[src/rtl/fpmul_seq_ctrl_pkg.sv]
`default_nettype none
// ============================================================================
// Module   : fpmul_pkg
// Purpose  : Shared constants for the FP multiplier sequencer: digit counts
//            per operand format, format encodings and FSM state codes.
// Ports    : none (package)
// Revision : 1.0 - initial release
// ============================================================================
package fpmul_pkg;

    // Hex digits per operand in each format
    localparam int DIG16 = 4;
    localparam int DIG32 = 8;

    // Format encoding as seen on data_type / mul_fmt
    localparam logic FMT_FP16 = 1'b0;
    localparam logic FMT_FP32 = 1'b1;

    // Sequencer states
    localparam logic [2:0] S_IDLE   = 3'd0;
    localparam logic [2:0] S_ENTRY  = 3'd1;
    localparam logic [2:0] S_LAUNCH = 3'd2;
    localparam logic [2:0] S_WAIT   = 3'd3;
    localparam logic [2:0] S_DONE   = 3'd4;

endpackage
`default_nettype wire

[src/rtl/fpmul_seq_ctrl_if.sv]
`default_nettype none
// ============================================================================
// Module   : fpmul_seq_ctrl_if
// Purpose  : Bundles the keypad/button inputs, multiplier handshake and the
//            operand/status outputs of the sequencer.
// Ports    : master - environment side (drives keys, buttons, mul_done)
//            slave  - sequencer side (drives operands, mul_start, status)
// Revision : 1.0 - initial release
// ============================================================================
interface fpmul_seq_ctrl_if;
    logic        data_type;
    logic        enter;
    logic        ce;
    logic        key1_vld;
    logic [3:0]  key1_code;
    logic        key2_vld;
    logic [3:0]  key2_code;
    logic        mul_done;
    logic [31:0] op_a;
    logic [31:0] op_b;
    logic [3:0]  op_a_cnt;
    logic [3:0]  op_b_cnt;
    logic        mul_fmt;
    logic        mul_start;
    logic        busy;
    logic        ready;
    logic        error;

    modport master (
        output data_type, enter, ce, key1_vld, key1_code, key2_vld, key2_code, mul_done,
        input  op_a, op_b, op_a_cnt, op_b_cnt, mul_fmt, mul_start, busy, ready, error
    );

    modport slave (
        input  data_type, enter, ce, key1_vld, key1_code, key2_vld, key2_code, mul_done,
        output op_a, op_b, op_a_cnt, op_b_cnt, mul_fmt, mul_start, busy, ready, error
    );
endinterface
`default_nettype wire

[src/rtl/fpmul_seq_ctrl_hex_shift_reg.sv]
`default_nettype none
// ============================================================================
// Module   : hex_shift_reg
// Purpose  : Operand digit collector. Shifts a hex digit in from the right
//            with a saturating digit count; full flags that the next digit
//            must be dropped.
// Ports    : clk, rst_n      - clock, async active-low reset
//            clr             - clear value and count (wins over shift_en)
//            shift_en        - digit strobe
//            code            - incoming hex digit
//            need            - digits required by the current format
//            value/count     - collected operand and digit count
//            full            - count has reached need
// Revision : 1.0 - initial release
// ============================================================================
module hex_shift_reg
    import fpmul_pkg::*;
(
    input  logic        clk,
    input  logic        rst_n,
    input  logic        clr,
    input  logic        shift_en,
    input  logic [3:0]  code,
    input  logic [3:0]  need,
    output logic [31:0] value,
    output logic [3:0]  count,
    output logic        full
);

    logic [31:0] value_q, value_d;
    logic [3:0]  count_q, count_d;

    // >= rather than == so a count can never run past need
    assign full = (count_q >= need);

    always_comb begin
        value_d = value_q;
        count_d = count_q;
        if (clr) begin
            value_d = '0;
            count_d = '0;
        end else if (shift_en && !full) begin
            value_d = {value_q[27:0], code};
            count_d = count_q + 4'd1;
        end
    end

    always_ff @(posedge clk or negedge rst_n) begin
        if (!rst_n) begin
            value_q <= '0;
            count_q <= '0;
        end else begin
            value_q <= value_d;
            count_q <= count_d;
        end
    end

    assign value = value_q;
    assign count = count_q;

endmodule
`default_nettype wire

[src/rtl/fpmul_seq_ctrl.sv]
`default_nettype none
// ============================================================================
// Module   : fpmul_seq_ctrl
// Purpose  : Sequencer between the hex keypads and the FP multiplier core.
//            Collects and qualifies operand digits, launches the multiplier,
//            waits for completion with a timeout and reports ready/error.
// Ports    : clk    - system clock (rising edge)
//            rst_n  - asynchronous active-low reset
//            bus    - fpmul_seq_ctrl_if.slave: keys, buttons, mul_done in;
//                     op_a/op_b, counts, mul_fmt, mul_start, busy, ready,
//                     error out
// Revision : 1.0 - initial release
// ============================================================================
module fpmul_seq_ctrl
    import fpmul_pkg::*;
#(
    parameter int TIMEOUT = 255,
    parameter int DIG16   = fpmul_pkg::DIG16,
    parameter int DIG32   = fpmul_pkg::DIG32
) (
    input  logic             clk,
    input  logic             rst_n,
    fpmul_seq_ctrl_if.slave  bus
);

    localparam int TW = $clog2(TIMEOUT + 1);

    logic [2:0]    state_q, state_d;
    logic [TW-1:0] tmo_q, tmo_d;
    logic          error_q, error_d;
    logic          mul_fmt_q, mul_fmt_d;
    logic          mul_start_q, mul_start_d;
    logic          enter_q, ce_q, dt_q;

    logic          enter_rise, ce_rise, dt_toggle;
    logic [3:0]    need;
    logic          clr_ops, a_en, b_en;
    logic [31:0]   a_value, b_value;
    logic [3:0]    a_count, b_count;
    logic          a_full, b_full;

    // Buttons arrive synchronized; only the rising edge is a command
    assign enter_rise = bus.enter & ~enter_q;
    assign ce_rise    = bus.ce & ~ce_q;
    assign dt_toggle  = bus.data_type ^ dt_q;
    assign need       = (bus.data_type == FMT_FP32) ? 4'(DIG32) : 4'(DIG16);

    always_comb begin
        state_d   = state_q;
        tmo_d     = tmo_q;
        error_d   = error_q;
        mul_fmt_d = mul_fmt_q;
        clr_ops   = 1'b0;
        a_en      = 1'b0;
        b_en      = 1'b0;

        case (state_q)
            S_IDLE: begin
                if (enter_rise) begin
                    state_d = S_ENTRY;
                    clr_ops = 1'b1;
                end
            end
            S_ENTRY: begin
                if (ce_rise) begin
                    clr_ops = 1'b1;
                    error_d = 1'b0;
                end else if (enter_rise) begin
                    if (a_full && b_full && a_count == need && b_count == need)
                        state_d = S_LAUNCH;
                    else
                        error_d = 1'b1;
                end else if (dt_toggle) begin
                    clr_ops = 1'b1;
                end else begin
                    a_en = bus.key1_vld;
                    b_en = bus.key2_vld;
                    // An accepted digit clears error; a dropped one sets it,
                    // and a drop on either key wins in the same cycle.
                    if ((a_en && !a_full) || (b_en && !b_full))
                        error_d = 1'b0;
                    if ((a_en && a_full) || (b_en && b_full))
                        error_d = 1'b1;
                end
            end
            S_LAUNCH: begin
                state_d = S_WAIT;
            end
            S_WAIT: begin
                if (ce_rise) begin
                    state_d = S_ENTRY;
                    clr_ops = 1'b1;
                    error_d = 1'b0;
                end else if (bus.mul_done) begin
                    state_d = S_DONE;
                end else if (tmo_q == TW'(TIMEOUT)) begin
                    state_d = S_ENTRY;
                    error_d = 1'b1;
                end else begin
                    tmo_d = tmo_q + TW'(1);
                end
            end
            S_DONE: begin
                if (ce_rise) begin
                    state_d = S_ENTRY;
                    clr_ops = 1'b1;
                    error_d = 1'b0;
                end else if (enter_rise) begin
                    state_d = S_LAUNCH;
                end
            end
            default: begin
                state_d = S_IDLE;
            end
        endcase

        // Format and timeout base are captured on every entry into LAUNCH
        if (state_d == S_LAUNCH) begin
            mul_fmt_d = bus.data_type;
            tmo_d     = '0;
        end
        mul_start_d = (state_d == S_LAUNCH);
    end

    always_ff @(posedge clk or negedge rst_n) begin
        if (!rst_n) begin
            state_q     <= S_IDLE;
            tmo_q       <= '0;
            error_q     <= 1'b0;
            mul_fmt_q   <= 1'b0;
            mul_start_q <= 1'b0;
            enter_q     <= 1'b0;
            ce_q        <= 1'b0;
            dt_q        <= 1'b0;
        end else begin
            state_q     <= state_d;
            tmo_q       <= tmo_d;
            error_q     <= error_d;
            mul_fmt_q   <= mul_fmt_d;
            mul_start_q <= mul_start_d;
            enter_q     <= bus.enter;
            ce_q        <= bus.ce;
            dt_q        <= bus.data_type;
        end
    end

    hex_shift_reg u_op_a (
        .clk      (clk),
        .rst_n    (rst_n),
        .clr      (clr_ops),
        .shift_en (a_en),
        .code     (bus.key1_code),
        .need     (need),
        .value    (a_value),
        .count    (a_count),
        .full     (a_full)
    );

    hex_shift_reg u_op_b (
        .clk      (clk),
        .rst_n    (rst_n),
        .clr      (clr_ops),
        .shift_en (b_en),
        .code     (bus.key2_code),
        .need     (need),
        .value    (b_value),
        .count    (b_count),
        .full     (b_full)
    );

    assign bus.op_a      = a_value;
    assign bus.op_b      = b_value;
    assign bus.op_a_cnt  = a_count;
    assign bus.op_b_cnt  = b_count;
    assign bus.mul_fmt   = mul_fmt_q;
    assign bus.mul_start = mul_start_q;
    assign bus.busy      = (state_q == S_LAUNCH) || (state_q == S_WAIT);
    assign bus.ready     = (state_q == S_DONE);
    assign bus.error     = error_q;

endmodule
`default_nettype wire
[src/flat_wrapper.sv]
// flat-port wrapper written by rule: the top's interface ports become plain ports
module fpmul_seq_ctrl_flat import fpmul_pkg::*;
#(
    parameter int TIMEOUT = 255,
    parameter int DIG16   = fpmul_pkg::DIG16,
    parameter int DIG32   = fpmul_pkg::DIG32
)
  (clk, rst_n, bus_data_type, bus_enter, bus_ce, bus_key1_vld, bus_key1_code, bus_key2_vld, bus_key2_code, bus_mul_done, bus_op_a, bus_op_b, bus_op_a_cnt, bus_op_b_cnt, bus_mul_fmt, bus_mul_start, bus_busy, bus_ready, bus_error);
  fpmul_seq_ctrl_if bus_i ();
  input  logic clk;
  input  logic rst_n;
  input wire logic [$bits(bus_i.data_type)-1:0] bus_data_type;
  input wire logic [$bits(bus_i.enter)-1:0] bus_enter;
  input wire logic [$bits(bus_i.ce)-1:0] bus_ce;
  input wire logic [$bits(bus_i.key1_vld)-1:0] bus_key1_vld;
  input wire logic [$bits(bus_i.key1_code)-1:0] bus_key1_code;
  input wire logic [$bits(bus_i.key2_vld)-1:0] bus_key2_vld;
  input wire logic [$bits(bus_i.key2_code)-1:0] bus_key2_code;
  input wire logic [$bits(bus_i.mul_done)-1:0] bus_mul_done;
  output wire logic [$bits(bus_i.op_a)-1:0] bus_op_a;
  output wire logic [$bits(bus_i.op_b)-1:0] bus_op_b;
  output wire logic [$bits(bus_i.op_a_cnt)-1:0] bus_op_a_cnt;
  output wire logic [$bits(bus_i.op_b_cnt)-1:0] bus_op_b_cnt;
  output wire logic [$bits(bus_i.mul_fmt)-1:0] bus_mul_fmt;
  output wire logic [$bits(bus_i.mul_start)-1:0] bus_mul_start;
  output wire logic [$bits(bus_i.busy)-1:0] bus_busy;
  output wire logic [$bits(bus_i.ready)-1:0] bus_ready;
  output wire logic [$bits(bus_i.error)-1:0] bus_error;
  assign bus_i.data_type = bus_data_type;
  assign bus_i.enter = bus_enter;
  assign bus_i.ce = bus_ce;
  assign bus_i.key1_vld = bus_key1_vld;
  assign bus_i.key1_code = bus_key1_code;
  assign bus_i.key2_vld = bus_key2_vld;
  assign bus_i.key2_code = bus_key2_code;
  assign bus_i.mul_done = bus_mul_done;
  assign bus_op_a = bus_i.op_a;
  assign bus_op_b = bus_i.op_b;
  assign bus_op_a_cnt = bus_i.op_a_cnt;
  assign bus_op_b_cnt = bus_i.op_b_cnt;
  assign bus_mul_fmt = bus_i.mul_fmt;
  assign bus_mul_start = bus_i.mul_start;
  assign bus_busy = bus_i.busy;
  assign bus_ready = bus_i.ready;
  assign bus_error = bus_i.error;
  fpmul_seq_ctrl #(.TIMEOUT(TIMEOUT), .DIG16(DIG16), .DIG32(DIG32)) u_core (.clk(clk), .rst_n(rst_n), .bus(bus_i));
endmodule
[config.mk]
export PLATFORM = sky130hd
export DESIGN_NAME = fpmul_seq_ctrl_flat
export DESIGN_NICKNAME = d
export VERILOG_FILES = /design/src/rtl/fpmul_seq_ctrl_pkg.sv /design/src/rtl/fpmul_seq_ctrl_if.sv /design/src/rtl/fpmul_seq_ctrl_hex_shift_reg.sv /design/src/rtl/fpmul_seq_ctrl.sv /design/src/flat_wrapper.sv
export SDC_FILE = /design/constraint.sdc
export NUM_CORES = 1
export LEC_CHECK = 0
export CORE_MARGIN = 2
export CORE_UTILIZATION = 56
export DETAILED_ROUTE_END_ITERATION = 6
export PLACE_DENSITY = 0.86
export SETUP_SLACK_MARGIN = 0.3
export SLEW_MARGIN = 20
export SYNTH_ARGS = -nofsm -noshare
export SYNTH_HDL_FRONTEND = slang
export SYNTH_HIERARCHICAL = 1
export SYNTH_SLANG_ARGS = --single-unit
[constraint.sdc]
create_clock -name clk -period 3.3 [get_ports clk]
set_clock_uncertainty 0.1 [all_clocks]
set_input_delay 0.33 -clock clk [delete_from_list [all_inputs] [get_ports clk]]
set_output_delay 0.33 -clock clk [all_outputs]
set_load 0.05 [all_outputs]
# Word-level counts from Yosys, hierarchy flattened
# Index checks and enable logic that the tools add are counted.
[word_totals]
ff_bits = 89
wordCells = 110
[op_classes]
add_sub_neg = 3
magnitude_cmp = 2
n_eq_ne = 17
muxes = 49
bitwise_logic = 5
reduce_logical = 22
[ops]
columns = ["cell", "n"]
rows = [
  ["32-bit 2-to-1 mux", 4],
  ["8-bit 2-to-1 mux", 5],
  ["3-bit 2-to-1 mux", 9],
  ["1-bit 2-to-1 mux", 23],
  ["4-bit 2-to-1 mux", 5],
  ["3-bit one-hot mux with 5 select lines", 1],
  ["3-bit by 2-bit == test with 1-bit output, second input constant", 3],
  ["1-bit logical AND", 9],
  ["4-bit by 1-bit adder with 4-bit output, second input constant", 2],
  ["8-bit by 1-bit adder with 8-bit output, second input constant", 1],
  ["4-bit == test", 2],
  ["8-bit == test, second input constant", 1],
  ["4-bit >= comparator", 2],
  ["2-bit by 1-bit inequality test with 1-bit output, second input constant", 4],
  ["7-bit AND reduction", 1],
  ["1-bit one-hot mux with 3 select lines", 2],
  ["2-bit nonzero test", 3],
  ["5-bit by 1-bit inequality test with 1-bit output, second input constant", 1],
  ["4-bit by 2-bit inequality test with 1-bit output, second input constant", 1],
  ["4-bit inequality test, second input constant", 1],
  ["4-bit AND reduction", 1],
  ["3-bit by 1-bit == test with 1-bit output, second input constant", 1],
  ["3-bit == test, second input constant", 1],
  ["3-bit zero test", 1],
  ["other kinds (9)", 14],
]

# Logic depth before layout (Yosys ltp)
[logic_depth]
depth_word = 12
depth_mapped = 10

# Cells and area by module
# Netlist, hierarchy kept.
[by_module_without_submodules]
columns = ["mod", "n_inst", "cells_per_inst", "area_each_um2", "seq_area_each_um2"]
rows = [
  ["hex_shift_reg", 2, 171, 1810.5, 900.9],
  ["fpmul_seq_ctrl", 1, 116, 1053.5, 425.4],
]

# Worst setup path before layout
# No wires, ideal clock.
[synth_timing]
path_kind = "register -> register"
start = "register u_core.state_q[0]"
end = "register u_core.u_op_a.count_q[0] (netlist: u_core/u_op_a/count[0])"
arrival_time_ns = 2.846
required_ns = 3.058
path_slack_ns = 0.212
path_stages_with_launch = 8
synth_period_minus_slack_ns = 3.088
cell_sequence = "dfrtp_1 > clkbuf_1 > nor3_1 > nand2_1 > o21ai_0 > buf_1 > clkbuf_1 > nor2_1"
[synth_between]
elab_chain_len = 4
[synth_lines]
columns = ["item", "line_no", "rtl"]
rows = [
  ["start: declaration", "fpmul_seq_ctrl.sv:28", "logic [2:0] state_q, state_d;"],
  ["start signal: assignment", "fpmul_seq_ctrl.sv:136", "state_q <= state_d;"],
  ["3-bit == test *", "--", ""],
  ["named net bus_ready", "flat_wrapper.sv:27", "output wire logic [$bits(bus_i.ready)-1:0] bus_ready;"],
  ["2-bit OR reduction (no source line) *", "--", ""],
  ["1-bit one-hot mux with 3 select lines *", "fpmul_seq_ctrl.sv:57", "case (state_q)"],
  ["named net u_core.clr_ops", "fpmul_seq_ctrl.sv:37", "logic clr_ops, a_en, b_en;"],
  ["4-bit 2-to-1 mux or 2-bit nonzero test (tied branches)", "--", ""],
  ["end signal: assignment", "fpmul_seq_ctrl_hex_shift_reg.sv:54", "count_q <= count_d;"],
  ["end: declaration", "fpmul_seq_ctrl_hex_shift_reg.sv:31", "logic [3:0] count_q, count_d;"],
]
# The timed path passes the listed nets; every way through them passes the cells marked *.
# A chain may end at the register's enable or synchronous reset.

# Worst setup path after layout
[layout_timing]
start = "input port bus_data_type"
end = "register u_core.mul_fmt_q (netlist: u_core/bus.mul_fmt)"
[layout_between]
elab_chain_len = 10
[layout_lines]
columns = ["item", "line_no", "rtl"]
rows = [
  ["start: declaration", "flat_wrapper.sv:12", "input wire logic [$bits(bus_i.data_type)-1:0] bus_data_type;"],
  ["4-bit 2-to-1 mux", "fpmul_seq_ctrl.sv:46", "assign need = (bus.data_type == FMT_FP32) ? 4'(DIG32) : 4'(DIG16);"],
  ["4-bit >= comparator", "fpmul_seq_ctrl_hex_shift_reg.sv:34", "assign full = (count_q >= need);"],
  ["named net u_core.b_full", "fpmul_seq_ctrl.sv:40", "logic a_full, b_full;"],
  ["1-bit logical AND (3 in series)", "fpmul_seq_ctrl.sv:69", "if (a_full && b_full && a_count == need && b_count == need)"],
  ["3-bit 2-to-1 mux", "fpmul_seq_ctrl.sv:69", ""],
  ["3-bit 2-to-1 mux", "fpmul_seq_ctrl.sv:68", "end else if (enter_rise) begin"],
  ["3-bit 2-to-1 mux", "fpmul_seq_ctrl.sv:65", "if (ce_rise) begin"],
  ["3-bit one-hot mux with 5 select lines", "fpmul_seq_ctrl.sv:57", ""],
  ["3-bit by 2-bit == test with 1-bit output", "--", ""],
  ["named net u_core.mul_start_d", "fpmul_seq_ctrl.sv:32", "logic mul_start_q, mul_start_d;"],
  ["end signal: assignment", "fpmul_seq_ctrl.sv:139", "mul_fmt_q <= mul_fmt_d;"],
  ["end: declaration", "fpmul_seq_ctrl.sv:31", "logic mul_fmt_q, mul_fmt_d;"],
]
# The timed path passes the listed nets, and every way through them passes these cells.

==> qor_table.md <==
| Stage | Item | This run |
|:---|:---|:---|
| status | Status | finished, final reports clean |
| power | Internal power contribution | 0.001732 W |
| die | Die Footprint | 9094 um2 |
| routing | Average vias per placed instance | 5.468 |
| die | Horiz. Die Dim | 95.37 um |
| run | Max-cap check violation count | 0 |
| routing | Detailed Route Iter0 Violations | 136 |
| cts | Buffer levels on the longest clock path | 2 |
| synth | Number of enable flip-flop cells after synthesis | 0 |
| sta | Post-route clock period utilization | 0.8378 |
| cts | TritonCTS clock tree | yes |
| die | Initial Util | 0.5747 |
| global route | Total overflow reported by the global router | 0 |
| cts | Clock Latency Late Sink | 0.35 ns |
| sta | Setup total negative slack | 0 ns |
| place | Worst setup timing slack at the placement stage | 0.2154 ns |
| die | Area inside the core boundary | 8134 um2 |
| cts | TritonCTS Buffers | 9 |
| synth | Fraction of the mapped netlist area in adder cells | 0.02944 |
| global route | Number of antenna violations at the first check in global routing | 0 |
| sta | Max-slew headroom at the worst pin | 0.6288 |
| synth | Largest family of logic cells by synthesized area | simple AND/OR/NAND/NOR gates |
| routing | Detail-routed net length per standard cell | 16.04 um |
| global route | First-pass GRT wire length | 17160 um |
| sta | Min Tclk post-route | 2.765 ns |
| worst setup path | Data required time at the worst endpoint | 3.43 ns |
| synth | Proportion of synthesized flip-flops having asynchronous set or reset | 1.000 |
| synth | Post-Synth XOR/XNOR Area | 0.01124 |
| power | Power per standard cell area | 461.5 nW/um2 |
| worst setup path | WS Path Type | in2reg |
| synth | Most area-consuming cells after synthesis | dfrtp_1, a21oi_2, nand2_2 |
| power | Portion of total power attributed to combinational logic | 0.268 |
| final layout | Layout filler cell count | 630 |
| power | Lkg Pwr | 2.270 nW |
| worst setup path | Setup slack of the worst register-to-register path | 0.73 ns |
| power | Clock share of power | 0.283 |
| place | HPWL reported at the end of detailed placement | 7256 um |
| synth | Part of the Yosys area used for sequential elements | 0.4764 |
| worst hold path | Worst min path class | in2async |
| synth | Largest area contributor in the netlist | dfrtp_1 |
| routing | Post-route DRC violation count | 0 |
| power | Switching component of the power | 0.0009553 W |
| routing | Detailed-route wire length | 10520 um |
| synth | Simple-Gate Fraction of Synth Area | 0.2240 |
| final layout | Post-route core utilization | 0.7157 |
| synth | Number of cells produced by synthesis | 458 |
| synth | Avg Inst Size Synth | 10.21 um2 |
| synth | Proportion of synthesized area in mux cells | 0.007227 |
| routing | Vias post-DR | 3587 |
| synth | Post-synthesis sequential element count | 89 |
| cts | Clock sink count | 89 |
| global route | Total track usage | 0.2412 |
| cts | PostCTS Resize Cnt | 0 |
| sta | Final Max Tran Viols | 0 |
| place | Number of buffers added on ports | 92 |
| power | Total design power | 0.002687 W |
| synth | Post-synthesis compound-gate area fraction | 0.1879 |
| routing | TritonRoute pass-1 iters | 4 |
| synth | Synthesis warning total | 6 |
| sta | Final worst setup slack | 0.5353 ns |
| synth | Number of library cell types mapped by synthesis | 54 |
| worst setup path | End of the worst register-to-register path | u_core/u_op_b/count[3] |
| sta | Final hold violation count | 0 |
| synth | Ys flop type | dfrtp_1 |
| sta | Peak Freq | 361.7 MHz |
| worst setup path | Type of element launching the critical path | input pin |
| worst setup path | Setup crit end kind | register |
| synth | Area share of the largest cell type after synthesis | 0.4764 |
| place | Post-Place Cells | 639 |
| final layout | Area growth from synthesis to layout | 24.54% |
| cts | Root Driver | clkbuf_8 |
| routing | Routed Antenna Nets | 0 |
| final layout | Number of antenna cells inserted | 0 |
| final layout | Post-layout instance count excluding filler cells | 656 |
| cts | Clock-pin slew of the registers on the worst-case setup and hold paths | 0.09 ns |
| global route | Pin count of the biggest net entering global routing | 73 |
| die | Floorplan row count | 33 |
| sta | RSZ-0062 raised after global routing | no |
| worst setup path | Reg-to-reg critical path startpoint | u_core/state_q[0] |
| worst setup path | Critical Path Fanout Max | 8 |
| sta | Slew of the pin with the lowest slew margin | 0.5517 ns |
| die | Top-level I/O count | 93 |
| power | Worst voltage drop across the vdd grid | 0.2876 mV |
| cts | Htree depth | 3 |
| final layout | Number of nets in the finished design | 573 |
| power | Sequential Power Share | 0.449 |
| worst setup path | Logic depth of the worst register-to-register path | 7 |
| worst setup path | Launch point of the critical path | bus_data_type |
| place | RD Place Congestion | 0.8473 |
| final layout | Share of final-layout standard cells stronger than drive strength 1 | 0.2886 |
| die | Die Span Y | 95.37 um |
| power | Net switching fraction of the power | 0.3555 |
| global route | Number of global-route vias before repair | 3578 |
| worst setup path | Data arrival at the endpoint of the critical path | 2.89 ns |
| synth | Netlist area before placement | 4674 um2 |
| sta | Final-report setup violation count | 0 |
sequential cells by signal (all words and copies together) (netlist names):
signal	count
u_core/bus.mul_fmt	1
u_core/enter_q	1
u_core/dt_q	1
u_core/bus.error	1
u_core/tmo_q	8
u_core/ce_q	1
u_core/u_op_b/count	4
u_core/state_q	3
u_core/bus.mul_start	1
u_core/u_op_a/value	32
u_core/u_op_a/count	4
u_core/u_op_b/value	32
cells by family after synthesis:
group,after synthesis
compound gates,110
simple gates,196
fa+ha+maj,11
flops,89
buf+inv,42
mux,3
other cells,1
xor+xnor,6
final cells by class:
cell class                      count  area [um2]  share of cell area
Clock buffer                       11       141.4             0.02429
Clock inverter                      5       62.56             0.01075
Inverter                           16       60.06             0.01032
Multi-Input combinational cell    330        2181              0.3746
Sequential cell                    89        2227              0.3825
Tap cell                          105       131.4             0.02257
Timing Repair Buffer              100        1018              0.1749
timing repair:
| item | CTS | global route |
|---|---|---|
| buffers inserted | 0 | 0 |
| hold endpoints to repair | 36 | 0 |
| hold buffers | 1 | 0 |
routing by layer:
| metal | GRT usage | vias to the layer above | routed length, um |
|---|---|---|---|
| li1 | - | 1715 | - |
| met1 | 0.3164 | 1784 | 4754 |
| met2 | 0.3908 | 74 | 5042 |
| met3 | 0.05613 | 14 | 543 |
| met4 | 0.08937 | 0 | 182 |
| met5 | 0 | - | 0 |
critical path: stages:
cell	delay, ns
clkdlybuf4s50_1	0.62
inv_1	0.09
ha_1	0.35
o211ai_2	0.14
o21ai_0	0.26
and3_1	0.25
a31oi_1	0.17
nor2_2	0.32
mux2_1	0.35
power by group through the flow:
stage          Sequential (W)  Clock (W)  Combinational (W)
2_1_floorplan         0.00130          0           0.000464
3_3_place_gp          0.00123          0           0.000711
3_5_place_dp          0.00123          0           0.000716
4_1_cts               0.00121   0.000779           0.000720
5_1_grt               0.00121   0.000826           0.000775
6_report              0.00121   0.000760           0.000720
synthesized netlist by cell type, types with 2 or more instances:
cell type  number
a21oi_1        16
a21oi_2        62
a31oi_1         2
and2_1          3
buf_1           2
buf_12          6
buf_2           7
buf_6           4
clkbuf_1        7
dfrtp_1        89
ha_1           11
inv_1          16
mux2_1          2
nand2_1        78
nand2_2        60
nand2b_1        2
nand3_1         7
nand4_1         3
nor2_1         11
nor2b_1         3
nor3_1          6
nor3b_4         2
nor4_1          3
nor4bb_1        2
o211a_1         2
o211ai_1        2
o211ai_2        2
o211ai_4        2
o21ai_0        13
o221ai_1        2
or3_1           4
xnor2_1         5
layout by cell type (no fill, tap or decap), types with 2 or more instances in the layout:
cell             count
dfrtp_1             89
clkbuf_8            10
clkinvlp_4           2
and2_1               3
o211ai_4             2
nand2_1             78
o211ai_1             2
buf_4                5
nor2b_1              3
a21oi_2             62
xnor2_1              5
nand3_1              7
o211a_1              2
o211ai_2             2
ha_1                11
o21ai_0             12
nor4_1               3
conb_1               4
nand2b_1             2
nor2_1              11
nor3_1               5
a21oi_1             16
or3_1                4
inv_1               16
a31oi_1              2
buf_12               3
nand4_1              3
clkdlybuf4s50_1     91
nand2_2             60
mux2_1               2
nor3b_4              2
o221ai_1             2
nor4bb_1             2
how the worst max path moves through the flow:
| stage | end | slack (ns) | cells after the start |
|---|---|---|---|
| floorplan | u_core/u_op_a/count[0] | 0.72 | 7 |
| global placement | u_core/bus.mul_fmt | 0.34 | 9 |
| detailed placement | u_core/bus.mul_fmt | 0.22 | 9 |
| CTS | u_core/bus.mul_fmt | 0.59 | 9 |
| global route | u_core/bus.mul_fmt | 0.44 | 9 |
| finish | u_core/bus.mul_fmt | 0.54 | 9 |
metrics by stage:
stage	cell area [um2]	hold slack, ns
after floorplan	4691	-0.06559
after global placement	5608	0.2140
after detailed placement	5608	0.2170
after CTS	5822	0.3633
after global routing	5822	0.3744
final	5822	0.3751
Note: power is estimated with default switching activity, not from simulation.
==> variant (config.mk and constraints unchanged) <==
Make the reset (`rst_n`) synchronous in 2 clocked blocks. Comments in the files are not updated.
--- a/src/rtl/fpmul_seq_ctrl_hex_shift_reg.sv
+++ b/src/rtl/fpmul_seq_ctrl_hex_shift_reg.sv
@@ -46,5 +46,5 @@
     end
 
-    always_ff @(posedge clk or negedge rst_n) begin
+    always_ff @(posedge clk) begin
         if (!rst_n) begin
             value_q <= '0;
--- a/src/rtl/fpmul_seq_ctrl.sv
+++ b/src/rtl/fpmul_seq_ctrl.sv
@@ -123,5 +123,5 @@
     end
 
-    always_ff @(posedge clk or negedge rst_n) begin
+    always_ff @(posedge clk) begin
         if (!rst_n) begin
             state_q     <= S_IDLE;
Formal check against the unedited RTL: differs if rst_n is asserted again (counterexample within 4 cycles, from zero or initial values and one cycle with rst_n low); with rst_n held inactive, the same outputs for 10 cycles.
==> variant against the unedited design <==
  * Total power down 13%
  * Combinational power down 38%
  * Routed wire length down 5.8%
  * Final area down 9.8%
  * Largest cell class is now multi-input combinational cells
  * Count of clock-buffer cells in the layout down 2
  * Highest routed layer unchanged
  * Area after synthesis down 9.2%
  * Critical path type is now reg -> reg
  * Setup slack better by 70 ps
  * Sequential cell count unchanged
  * Maximum frequency up 2.6%
==> variant: results (changes against the unedited design) <==
Drt
  • Drt via density: 5.88 (+7.6%)
  • Drt total wl: 9910 microns (-5.8%)
  • ANT nets after route: 0 (unchanged)
  • TritonRoute pass-1 iters: 5 (+1)
  • Drt first-iter violations: 273 (+100%)

Global routing
  • Largest net degree at the start of global routing: 36 (-51%)
  • Vias in the first global route: 3471 (-3.0%)
  • Aggregate global-route resource usage: 24.0% (-0.14 points)
  • Global-route wire length before repair: 16600 microns (-3.1%)

Layout
  • Buffers, non-clock: 100 (unchanged)
  • Ant. Diodes: 0 (unchanged)
  • Final net count: 594 (+3.7%)
  • ClkCell Share: 3.79% (+0.28 points)
  • Area growth, synth to finish: 23.8%
  • Invs w/o clock: 14 (-2)
  • Layout cells sized above 1: 7.01% (-22 points)
  • Filler cells: 584 (-7.3%)
  • #MultiIn Comb: 353 (+7.0%)
  • Fraction of area in multi-input gates: 40.0% (+2.5 points)
  • Sequential share of cell area: 33.9% (-4.3 points)
  • Buffer share of cell area: 18.9% (+1.4 points)

Power and ir drop
  • Seq pwr: 1.14 mW (-6%)
  • Comb. pwr: 0.448 mW (-38%)
  • Peak supply drop: 0.353 mV (+23%)
  • Pint: 1.61 mW (-7.0%)
  • Leakage power: 1.74 nW (-23%)

Worst setup path
  • Crit path max fanout: 35 (+27)
  • Reg-to-reg critical path startpoint: u_core/state_q[0]$_SDFF_PN0_
  • Crit path DAT: 2870 ps (-20 ps)
  • CP peak stage delay: 490 ps (-130 ps)
  • Startpoint Class: register
  • R2R depth: 7 (unchanged)
  • FF-to-FF End: u_core/u_op_a/count[3]$_SDFFE_PP0P_
  • Top Family by Delay on Critical Path: simple AND/OR/NAND/NOR gates
  • R2R Setup Slk: 610 ps (-120 ps)
  • CP max stage cell: a21bo_2

STA
  • Max_slew headroom: 54.9% (-8.0 points)

Clocking
  • Root buf cell: clkbuf_8
  • Worst-Skew Late Latency: 360 ps
  • H-Tree Depth: 3 (unchanged)
  • Setup Buffers After CTS: 0 (unchanged)
  • TritonCTS Buffers: 9 (unchanged)
  • Clk slew on worst S/H paths: 80 ps

Yosys
  • Area contributors post-synth: dfxtp_1 (42%), nand3_1 (9.3%), a21oi_1 (8.5%)
  • Commonest cells post-synth: dfxtp_1 (89), nand3_1 (79), a21oi_1 (72), o21ai_0 (43), o21ai_1 (30)
  • Post-synth ARST share: 0% (-100 points)
  • Cell variety after synth: 53 (-1.9%)
  • Seq/Total Area, Yosys: 42.0% (-5.7 points)
  • Syn Std Cell Area: 4250 sq um (-9.2%)
  • Synth warnings: 6 (unchanged)

Placed design
  • Hpwl dp: 6710 microns (-7.6%)
  • Port bufs: 92 (unchanged)
  • Routability cong.: 0.918 (+8.3%)
  • Dpl cell area: 5050 sq um (-9.9%)

Hold path
  • WHS Path Cells: 2
  • Hold crit path type: reg -> reg

Status
  • Status: finished, final reports clean
variant: logic make-up after synthesis:
| logic type | after synthesis | synth area share [%] |
|---|---|---|
| AO/OA/AOI/OAI | 169 | 22.3 |
| XOR/XNOR | 9 | 1.86 |
| adder cells (fa/ha/maj) | 11 | 3.24 |
| buffers and inverters | 56 | 8.78 |
| flip-flops | 89 | 42.0 |
| multiplexers | 7 | 1.68 |
| other | 1 | 0.0883 |
| AND/OR/NAND/NOR | 153 | 20.1 |
variant: metal layers:
metal | routed length, microns | vias to the layer above | share of wire (%) | global-route usage (%)
met5 | 0 | - | 0 | 0
met4 | 172 | 0 | 1.7 | 9.60
met3 | 582 | 17 | 5.9 | 4.65
met2 | 4870 | 154 | 49 | 38.6
met1 | 4290 | 1855 | 43 | 31.7
li1 | - | 1915 | - | -
variant: stage by stage:
| step | power [mW] | cells | util (%) | setup slack [ps] | hold WS [ps] |
|---|---|---|---|---|---|
| after floorplan | 1.51 | 498 | - | 959 | 341 |
| after CTS | 2.35 | 670 | 72.0 | 492 | 375 |
| after global routing | 2.45 | 670 | 72.0 | 393 | 385 |
| after global placement | 1.59 | 655 | 69.3 | 407 | 347 |
| after detailed placement | 1.60 | 655 | 69.3 | 353 | 356 |
| final | 2.34 | 670 | 72.0 | 605 | 369 |
variant: worst max-delay path by stage:
stage	endpoint	slack [ps]	cells past startpoint
after floorplan	u_core/state_q[1]$_SDFF_PN0_	960	7
after global placement	u_core/u_op_a/count[3]$_SDFFE_PP0P_	410	8
after detailed placement	u_core/u_op_b/count[3]$_SDFFE_PP0P_	350	8
after CTS	u_core/u_op_a/count[3]$_SDFFE_PP0P_	490	7
after global routing	u_core/u_op_a/count[3]$_SDFFE_PP0P_	390	7
final	u_core/u_op_a/count[3]$_SDFFE_PP0P_	610	7
